===== src/rtl/mipi_csi2_pkg.sv =====
// Shared CSI-2 receive-path definitions: data-type codes, sequencer states
// and the byte positions of the packet header within the two header words.
package mipi_csi2_pkg;

  // Data-type codes used by the packet sequencer
  localparam logic [5:0] DT_FS        = 6'h00;
  localparam logic [5:0] DT_FE        = 6'h01;
  localparam logic [5:0] DT_LS        = 6'h02;
  localparam logic [5:0] DT_LE        = 6'h03;
  localparam logic [5:0] DT_SHORT_MAX = 6'h0F;

  // Header byte positions: word0 = {WC[7:0], DI}, word1 = {ECC, WC[15:8]}
  localparam int HDR_W0_DI_LSB   = 0;
  localparam int HDR_W0_WCLO_LSB = 8;
  localparam int HDR_W1_WCHI_LSB = 0;
  localparam int HDR_W1_ECC_LSB  = 8;

  // Packet sequencer states
  typedef enum logic [1:0] {
    ST_IDLE    = 2'd0,
    ST_HDR1    = 2'd1,
    ST_PAYLOAD = 2'd2
  } pkt_state_e;

  // Short packets carry data types 0x00..0x0F
  function automatic logic is_short_dt(input logic [5:0] dt);
    return (dt <= DT_SHORT_MAX);
  endfunction

endpackage


===== src/rtl/csi2_packet_ctrl.sv =====
// CSI-2 packet sequencer: parses the 4-byte header from the merged 16-bit
// lane stream, forwards payload bytes with byte enables, drops the CRC,
// tracks frame/line events and flags protocol errors.
module csi2_packet_ctrl
  import mipi_csi2_pkg::*;
#(
  parameter logic [15:0] MAX_WC = 16'd4096
) (
  input  logic        clk,
  input  logic        resetn,
  input  logic [15:0] word_data,
  input  logic        word_vld,
  input  logic        invalid_start,
  output logic        packet_done,
  output logic        hdr_vld,
  output logic [7:0]  hdr_di,
  output logic [15:0] hdr_wc,
  output logic [7:0]  hdr_ecc,
  output logic [15:0] pay_data,
  output logic [1:0]  pay_be,
  output logic        pay_vld,
  output logic        pay_last,
  output logic        frame_start,
  output logic        frame_end,
  output logic [15:0] line_cnt,
  output logic        err_invalid_start,
  output logic        err_wc_overflow,
  output logic        err_truncated,
  output logic        busy
);

  pkt_state_e  state_q;
  logic [15:0] k_q;
  logic [7:0]  hdr_di_q;
  logic [15:0] hdr_wc_q;
  logic [7:0]  hdr_ecc_q;
  logic        hdr_vld_q;
  logic        frame_start_q;
  logic        frame_end_q;
  logic [15:0] line_cnt_q;
  logic [15:0] pay_data_q;
  logic [1:0]  pay_be_q;
  logic        pay_vld_q;
  logic        pay_last_q;
  logic        err_inv_q;
  logic        err_ovf_q;
  logic        err_trunc_q;
  logic        packet_done_d;

  // Header word1 decode: full word count is only known while word1 is present
  logic [15:0] wc_full_s;
  logic [5:0]  dt_s;
  logic        short_s;
  logic        ovf_s;
  assign wc_full_s = {word_data[HDR_W1_WCHI_LSB +: 8], hdr_wc_q[7:0]};
  assign dt_s      = hdr_di_q[5:0];
  assign short_s   = is_short_dt(dt_s);
  assign ovf_s     = !short_s && (wc_full_s > MAX_WC);

  // Payload-stage bookkeeping in 17 bits so WC near 0xFFFF cannot wrap
  logic [16:0] n_words_s;
  logic [16:0] n_pay_s;
  logic [16:0] k_ext_s;
  logic        k_last_s;
  logic        k_pay_s;
  logic        k_pay_last_s;
  logic [1:0]  be_s;
  assign n_words_s    = ({1'b0, hdr_wc_q} + 17'd3) >> 1;
  assign n_pay_s      = ({1'b0, hdr_wc_q} + 17'd1) >> 1;
  assign k_ext_s      = {1'b0, k_q};
  assign k_last_s     = (k_ext_s == (n_words_s - 17'd1));
  assign k_pay_s      = (k_ext_s < n_pay_s);
  assign k_pay_last_s = (k_ext_s == (n_pay_s - 17'd1));
  assign be_s[0]      = ({k_q, 1'b0} < {1'b0, hdr_wc_q});
  assign be_s[1]      = ({k_q, 1'b1} < {1'b0, hdr_wc_q});

  // Last word of the packet is on the bus: state/counter decode gated by word_vld
  always_comb begin
    packet_done_d = 1'b0;
    case (state_q)
      ST_HDR1: begin
        if (word_vld && (short_s || ovf_s)) begin
          packet_done_d = 1'b1;
        end else begin
          packet_done_d = 1'b0;
        end
      end
      ST_PAYLOAD: begin
        if (word_vld && k_last_s) begin
          packet_done_d = 1'b1;
        end else begin
          packet_done_d = 1'b0;
        end
      end
      default: packet_done_d = 1'b0;
    endcase
  end

  // Packet FSM with header latching, payload forwarding and event pulses
  always_ff @(posedge clk or negedge resetn) begin
    if (!resetn) begin
      state_q       <= ST_IDLE;
      k_q           <= 16'd0;
      hdr_di_q      <= 8'd0;
      hdr_wc_q      <= 16'd0;
      hdr_ecc_q     <= 8'd0;
      hdr_vld_q     <= 1'b0;
      frame_start_q <= 1'b0;
      frame_end_q   <= 1'b0;
      line_cnt_q    <= 16'd0;
      pay_data_q    <= 16'd0;
      pay_be_q      <= 2'b00;
      pay_vld_q     <= 1'b0;
      pay_last_q    <= 1'b0;
      err_inv_q     <= 1'b0;
      err_ovf_q     <= 1'b0;
      err_trunc_q   <= 1'b0;
    end else begin
      hdr_vld_q     <= 1'b0;
      frame_start_q <= 1'b0;
      frame_end_q   <= 1'b0;
      pay_vld_q     <= 1'b0;
      pay_be_q      <= 2'b00;
      pay_last_q    <= 1'b0;
      err_ovf_q     <= 1'b0;
      err_trunc_q   <= 1'b0;
      err_inv_q     <= invalid_start;
      case (state_q)
        ST_IDLE: begin
          if (word_vld) begin
            hdr_di_q <= word_data[HDR_W0_DI_LSB +: 8];
            hdr_wc_q <= {8'h00, word_data[HDR_W0_WCLO_LSB +: 8]};
            state_q  <= ST_HDR1;
          end else begin
            state_q  <= ST_IDLE;
          end
        end
        ST_HDR1: begin
          if (word_vld) begin
            hdr_wc_q      <= wc_full_s;
            hdr_ecc_q     <= word_data[HDR_W1_ECC_LSB +: 8];
            hdr_vld_q     <= 1'b1;
            frame_start_q <= (dt_s == DT_FS);
            frame_end_q   <= (dt_s == DT_FE);
            if (dt_s == DT_FS) begin
              line_cnt_q <= 16'd0;
            end else if (!short_s && !ovf_s && (wc_full_s != 16'd0)) begin
              line_cnt_q <= line_cnt_q + 16'd1;
            end else begin
              line_cnt_q <= line_cnt_q;
            end
            if (short_s) begin
              state_q <= ST_IDLE;
            end else if (ovf_s) begin
              err_ovf_q <= 1'b1;
              state_q   <= ST_IDLE;
            end else begin
              k_q     <= 16'd0;
              state_q <= ST_PAYLOAD;
            end
          end else begin
            err_trunc_q <= 1'b1;
            state_q     <= ST_IDLE;
          end
        end
        ST_PAYLOAD: begin
          if (word_vld) begin
            if (k_pay_s) begin
              pay_data_q <= word_data;
              pay_vld_q  <= 1'b1;
              pay_be_q   <= be_s;
              pay_last_q <= k_pay_last_s;
            end else begin
              pay_data_q <= pay_data_q;
            end
            k_q <= k_q + 16'd1;
            if (k_last_s) begin
              state_q <= ST_IDLE;
            end else begin
              state_q <= ST_PAYLOAD;
            end
          end else begin
            err_trunc_q <= 1'b1;
            state_q     <= ST_IDLE;
          end
        end
        default: state_q <= ST_IDLE;
      endcase
    end
  end

  assign packet_done       = packet_done_d;
  assign hdr_vld           = hdr_vld_q;
  assign hdr_di            = hdr_di_q;
  assign hdr_wc            = hdr_wc_q;
  assign hdr_ecc           = hdr_ecc_q;
  assign pay_data          = pay_data_q;
  assign pay_be            = pay_be_q;
  assign pay_vld           = pay_vld_q;
  assign pay_last          = pay_last_q;
  assign frame_start       = frame_start_q;
  assign frame_end         = frame_end_q;
  assign line_cnt          = line_cnt_q;
  assign err_invalid_start = err_inv_q;
  assign err_wc_overflow   = err_ovf_q;
  assign err_truncated     = err_trunc_q;
  assign busy              = (state_q != ST_IDLE);

endmodule

===== config.mk =====
export PLATFORM = sky130hd
export DESIGN_NAME = csi2_packet_ctrl
export DESIGN_NICKNAME = d
export VERILOG_FILES = /design/src/rtl/mipi_csi2_pkg.sv /design/src/rtl/csi2_packet_ctrl.sv
export SDC_FILE = /design/constraint.sdc
export NUM_CORES = 1
export LEC_CHECK = 0
export BUFFER_PORTS_ARGS = -buffer_cell sky130_fd_sc_hd__buf_2
export CORE_ASPECT_RATIO = 1.4
export CORE_MARGIN = 2
export CORE_UTILIZATION = 59
export CTS_CLUSTER_DIAMETER = 50
export CTS_CLUSTER_SIZE = 16
export DETAILED_ROUTE_END_ITERATION = 10
export PLACE_DENSITY = 0.87
export SLEW_MARGIN = 20
export SYNTH_ARGS = -nofsm -noshare
export SYNTH_HDL_FRONTEND = slang
export SYNTH_SLANG_ARGS = --single-unit

===== constraint.sdc =====
create_clock -name clk -period 4.35 [get_ports clk]
set_input_delay 0.87 -clock clk [delete_from_list [all_inputs] [get_ports clk]]
set_output_delay 0.87 -clock clk [all_outputs]
set_load 0.03 [all_outputs]

==> results.yml, run 1 <==
worst_setup_path:
  path_delay_family: "simple AND/OR/NAND/NOR gates"
  cp_data_required_time_ns: 3.48
  slowest_delay_ns: 0.54
  worst_ep_arrival_time_ns: 3.38
  worstSetupStartpointType: "flip-flop"
  worstPathCellList: "nand3_1 -> nor3_4 -> xnor2_1 -> or4_1 -> o211a_1 -> nor4_2 -> a31o_1 -> and4b_1 -> clkbuf_4"
  cp.buffers_inverters: 1
  path_class: "reg2out"
  crit_fanout: 10
  crit_slowest_cell: "or4_1"
  crit_path_end_kind: "primary output"
floorplanning:
  die_area_mm2: 0.0123
  ioPinCount: 96
  core_mm2: 0.0112
  start_util: 0.601
  rows: 46
  die_h_um: 131
  die_w_um: 94.4
global_route:
  grt_usage: 0.294
  grt_max_degree: 67
  antenna_found_initial: 0
  first_global_vias: 5854
  grt_overflow: 0
  grt_pass1_wl_um: 28200
power_and_ir_drop:
  internal_power_uw: 1710
  p_seq_frac: 0.372
  power.density_mw_per_mm2: 353
  pwr-share-comb: 0.328
  vdd_drop_max_v: 0.000253
  power_switching_uw: 1020
  switching_share: 0.373
  p_leak_uw: 0.00369
  p_clk_frac: 0.300
routing:
  drc_errors: 0
  vias: 6017
  wl_per_cell_um: 18.1
  vias_per_cell: 6.15
  ant_nets: 0
  firstDrtPassIters: 6
  wirelength_um: 17700
  drt_iter0_drc: 432
placement:
  placed_cells: 962
  port-buffer-count: 95
  place.gp.congestion: 0.979
  dp_hpwl_um: 13100
clock_tree:
  clock_latency_ns: 0.35
  cts_tree: "built"
  ctsRootBufferMaster: "clkbuf_16"
  cts_num_sinks: 92
  clk_path_buf_depth: 2
  htree_levels: 3
  cts.clk_slew.worst_paths_ns: 0.07
  cts_hold_buffers: 0
  numCtsBuffers: 9
timing:
  maxClockFrequency_ghz: 0.235
  setup_tns_ns: 0
  hold_viol: 0
  finalCriticalPeriod_ns: 4.25
  setup_viol: 0
  slew_violations: 0
  rsz0062_at_grt: "no"
  max_slew_margin: 0.342
  fin_crit_sh: 0.978
  worst_clock_skew_ns: 0.00841
  tightest_slew_ns: 0.977
final_layout:
  fin_cells: 979
  area_growth_pct: 14.3
  insertedDiodeCount: 0
  fillCellCount: 869
  drive_above_1_share: 0.228
  nets: 894
logic_synthesis:
  synthArstFlopShare: 1.00
  synth_common_cells: "dfrtp_1 (92), nand2_1 (87), nor2_1 (50), xnor2_1 (50), ha_1 (43)"
  ys_warn_count: 0
  ys_seq_area_frac: 0.341
  synth-main-ff-cell: "dfrtp_1"
  postSynthCellCount: 742
  ys_top_cells_by_area: "dfrtp_1 (34%), ha_1 (8.0%), xnor2_1 (6.5%), nand2_1 (4.8%), mux2_2 (3.8%)"
  synth_most_common_cell: "dfrtp_1"
  synth_area_per_cell_um2: 9.09
  synth_area_mm2: 0.00674
  synth_edf_count: 0
  syn-num-nets: 805
  ys_ff_latch: 92
  ys_types: 83
  synth_largest_area_cell: "dfrtp_1"
  synth_top_area_frac: 0.341
outcome:
  status: "finished, final reports clean"
min_path:
  worstHoldPathType: "reg2reg"
run:
  cap_violations: 0
-- cell type report --
type | count | area [um^2] | share of cell area
well taps | 144 | 180 | 0.0234
clock inverters | 6 | 73.8 | 0.00958
flip-flops and latches | 92 | 2300 | 0.299
inverters | 34 | 128 | 0.0166
repair buffers | 116 | 648 | 0.0841
multi-input cells | 578 | 4150 | 0.538
clock buffers | 9 | 225 | 0.0292
-- power groups by stage --
stage | registers, uW | logic (uW) | clock network (uW)
global placement | 1020 | 845 | 0
finish | 1010 | 893 | 816
global route | 1020 | 963 | 852
floorplan | 1130 | 515 | 0
detailed placement | 1020 | 863 | 0
CTS | 1010 | 879 | 816
-- worst min-delay path, stage by stage, from the launching register on --
cell and delay (ns):
dfrtp_1 0.34, nand2_1 0.05, nand2_1 0.05
-- routing by layer --
layer  vias to the layer above  wire, um  global-route usage  share of wire
met2                       223      8910               0.512           0.50
met4                         0      1040               0.183          0.058
met5                         -         0                   0              0
met3                        82       869              0.0459          0.049
met1                      2889      6880               0.337           0.39
li1                       2823         -                   -              -
-- path summary, 6_finish.rpt --
check	end	startpoint	cells past startpoint	slack, ns
setup / recovery	packet_done	hdr_wc[5]	9	0.1
hold / removal	hdr_ecc[3]	hdr_ecc[3]	2	0.47
setup reg to reg	pay_data[4]	hdr_wc[5]	12	0.37
hold reg to reg	hdr_ecc[3]	hdr_ecc[3]	2	0.47
max in group asynchronous	hdr_di[3]	resetn	2	2.85
min in group asynchronous	k_q[2]	resetn	1	0.61
-- timing repair --
| item | CTS | global route |
|---|---|---|
| endpoints found under the setup margin | 1 | 1 |
| buffers inserted | 0 | 2 |
| cloned | 0 | 0 |
| pin swaps | 0 | 3 |
| gates resized for setup | 4 | 5 |
-- cell usage in the layout, fill, tap and decap left out, types with 18 or more instances in the layout --
master   count
ha_1        42
nor3_1      21
nor2_1      50
dfrtp_1     90
buf_4       20
nand2_1     87
xnor2_1     50
a21oi_1     18
xor2_1      26
nand3_1     29
buf_2       93
mux2_2      23
inv_1       31
o21ai_0     34
nand4_1     20
-- flip-flops by register name, summed over array words and instances, names as in the netlist, 2 cells and up --
signal and flops:
line_cnt 16, hdr_di 8, pay_be 2, pay_data 16, hdr_wc 16, hdr_ecc 8
k_q 16, state_q 2
-- cells by family after synthesis --
| family | synth area share |
|---|---|
| xor gates and xnor gates | 0.107 |
| buffers and inverters | 0.0475 |
| adders and majority gates | 0.0798 |
| muxes | 0.0473 |
| and+or+nand+nor | 0.234 |
| DFF | 0.341 |
| AOI/OAI and AO/OA | 0.144 |
-- through the flow --
stage | power [uW] | utilization | worst slack (ns) | hold slack [ns] | instance area [um^2]
floorplan | 1650 | - | 0.158 | 0.542 | 6740
global placement | 1860 | 0.656 | 0.312 | 0.454 | 7360
detailed placement | 1880 | 0.656 | 0.242 | 0.462 | 7360
CTS | 2700 | 0.684 | 0.00226 | 0.479 | 7680
global route | 2840 | 0.687 | 0.00613 | 0.510 | 7710
finish | 2720 | 0.687 | 0.0970 | 0.474 | 7710
Note: power is estimated with default switching activity, not from simulation.
==> run 2: changes to the inputs <==
--- a/config.mk
+++ b/config.mk
@@ -13,6 +13,7 @@
 export CTS_CLUSTER_SIZE = 16
 export DETAILED_ROUTE_END_ITERATION = 10
 export PLACE_DENSITY = 0.87
+export SETUP_SLACK_MARGIN = 0.2
 export SLEW_MARGIN = 20
 export SYNTH_ARGS = -nofsm -noshare
 export SYNTH_HDL_FRONTEND = slang
==> run 2 against run 1 <==
  * Combinational power rose by 10%
  * Critical path depth rose by 2
  * Sequential power is essentially flat
  * First-iteration DRC count rose by 65%
  * Sequential share of layout area decreased by 0.67 points
  * Global-route usage is 1.6 points higher
  * Total power increased by 2.9%
  * Maximum frequency shrank 2.0%
  * Register-to-register slack about the same
  * Setup slack worse by 0.087 ns
  * Clock power decreased by 2%
  * Largest cell class unchanged
==> results.yml, run 2 (synthesized netlist as in run 1, its figures left out) <==
outcome:
  status: "finished, final reports clean"
final_layout:
  fin_cells: 987
  insertedDiodeCount: 0
  nets: 901
  drive_above_1_share: 0.265
  layout_commonest_cell: "buf_2"
  final_cell_mix: "buf_2 (93), nand2_1 (87), dfrtp_1 (86), nor2_1 (50), xnor2_1 (48)"
  utilization: 0.704
  area_growth_pct: 17.2
  fillCellCount: 801
routing:
  ant_nets: 0
  vias_per_cell: 6.55
  drt_iter0_drc: 713
  drc_errors: 0
  wl_per_cell_um: 20.3
  vias: 6465
  wirelength_um: 20000
  firstDrtPassIters: 7
power_and_ir_drop:
  power.density_mw_per_mm2: 354
  vdd_drop_max_v: 0.000274
  p_leak_uw: 0.00376
worst_setup_path:
  cp_data_required_time_ns: 3.48
  r2r-end: "pay_data[4]"
  r2r.worst_path.cells: 11
  worst_ep_arrival_time_ns: 3.47
  worstSetupStartpointType: "flip-flop"
  worstPathCellList: "inv_2 -> ha_4 -> or4b_1 -> a211oi_2 -> o221ai_2 -> nor4_1 -> nor3_2 -> nor4_4 -> a31o_1 -> and4b_2 -> buf_6"
  crit_fanout: 8
  path_class: "reg2out"
  critPathLaunch: "hdr_wc[0]"
  ff2ff_setup_slack_ns: 0.36
  crit_slowest_cell: "or4b_1"
  r2r_start: "hdr_wc[2]"
  crit_path_end_kind: "primary output"
  slowest_delay_ns: 0.49
min_path:
  worstHoldPathType: "reg2reg"
  min_to: "hdr_ecc[3]"
  hold_path_depth: 2
  worstHoldStart: "hdr_ecc[3]"
timing:
  finalCriticalPeriod_ns: 4.34
  max_slew_margin: 0.397
  setup_viol: 0
  maxClockFrequency_ghz: 0.230
  rsz0062_at_grt: "yes"
  tightest_slew_ns: 0.896
  fin_ws_ns: 0.0102
  setup_tns_ns: 0
  fin_crit_sh: 0.998
  slew_violations: 0
  worst_clock_skew_ns: 0.00602
  hold_viol: 0
clock_tree:
  clock_latency_ns: 0.35
  htree_levels: 3
  numCtsBuffers: 9
  cts.clk_slew.worst_paths_ns: 0.07
  ctsRootBufferMaster: "clkbuf_16"
  clk_path_buf_depth: 2
  cts_num_sinks: 92
  cts_tree: "built"
  cts_hold_buffers: 0
global_route:
  antenna_found_initial: 0
  grt_usage: 0.310
  grt_max_degree: 69
  grt_overflow: 0
  first_global_vias: 6110
  grt_pass1_wl_um: 30100
floorplanning:
  core_mm2: 0.0112
  die_w_um: 94.4
  die_h_um: 131
  ioPinCount: 96
  start_util: 0.601
  rows: 46
  die_area_mm2: 0.0123
placement:
  dpl_worst_slack_ns: 0.223
  port-buffer-count: 95
  placed_cells: 961
  dp_hpwl_um: 13300
  place.gp.congestion: 0.955
run:
  cap_violations: 0
==> run 2: cell type report <==
type,count,area [um^2],share of cell area
multi-input combinational,578,4280,0.542
sequential,92,2310,0.292
timing repair buffer,123,702,0.0888
clock buffer,10,239,0.0302
tap,144,180,0.0228
inverter,34,128,0.0161
clock inverter,6,62.6,0.00792
==> run 2: how the worst max path moves through the flow <==
stage | endpoint | slack [ns] | cells past startpoint
global placement | packet_done | 0.30 | 11
global route | packet_done | -0.06 | 11
detailed placement | packet_done | 0.22 | 11
finish | packet_done | 0.01 | 11
CTS | packet_done | 0.20 | 11
floorplan | packet_done | 0.21 | 12
==> run 2: power by group <==
group          total (uW)  switching (uW)  leakage (uW)  internal (uW)
clock network         803             383      0.000149            420
logic                 982             620       0.00239            362
registers            1020            87.8       0.00122            928
total                2800            1090       0.00376           1710
==> run 2: worst max-delay path, delay by kind of cell, from the launching register on <==
kind	cells	cell delay [ns]
and+or+nand+nor	5	1.52
AOI/OAI and AO/OA	3	0.79
DFF	1	0.42
buffers and inverters	2	0.21
adders and majority gates	1	0.19
==> run 2: per-layer routing <==
layer	vias up	share of wire	wire, um	global-route usage
met1	3081	0.36	7170	0.358
met5	-	0	0	0
met3	136	0.082	1640	0.0573
met2	399	0.49	9830	0.540
met4	0	0.069	1390	0.171
li1	2849	-	-	-
==> run 2: what timing repair did <==
action,CTS,global route
pin swaps,6,13
gates resized for setup,13,27
setup buffers,5,5
endpoints found under the setup margin,1,17
==> run 2: metrics by stage <==
stage	area [um^2]	power (uW)	hold slack (ns)
3_3_place_gp	7350	1860	0.454
2_1_floorplan	6750	1650	0.542
5_1_grt	7900	2900	0.496
6_report	7900	2800	0.476
4_1_cts	7740	2710	0.478
3_5_place_dp	7350	1890	0.460
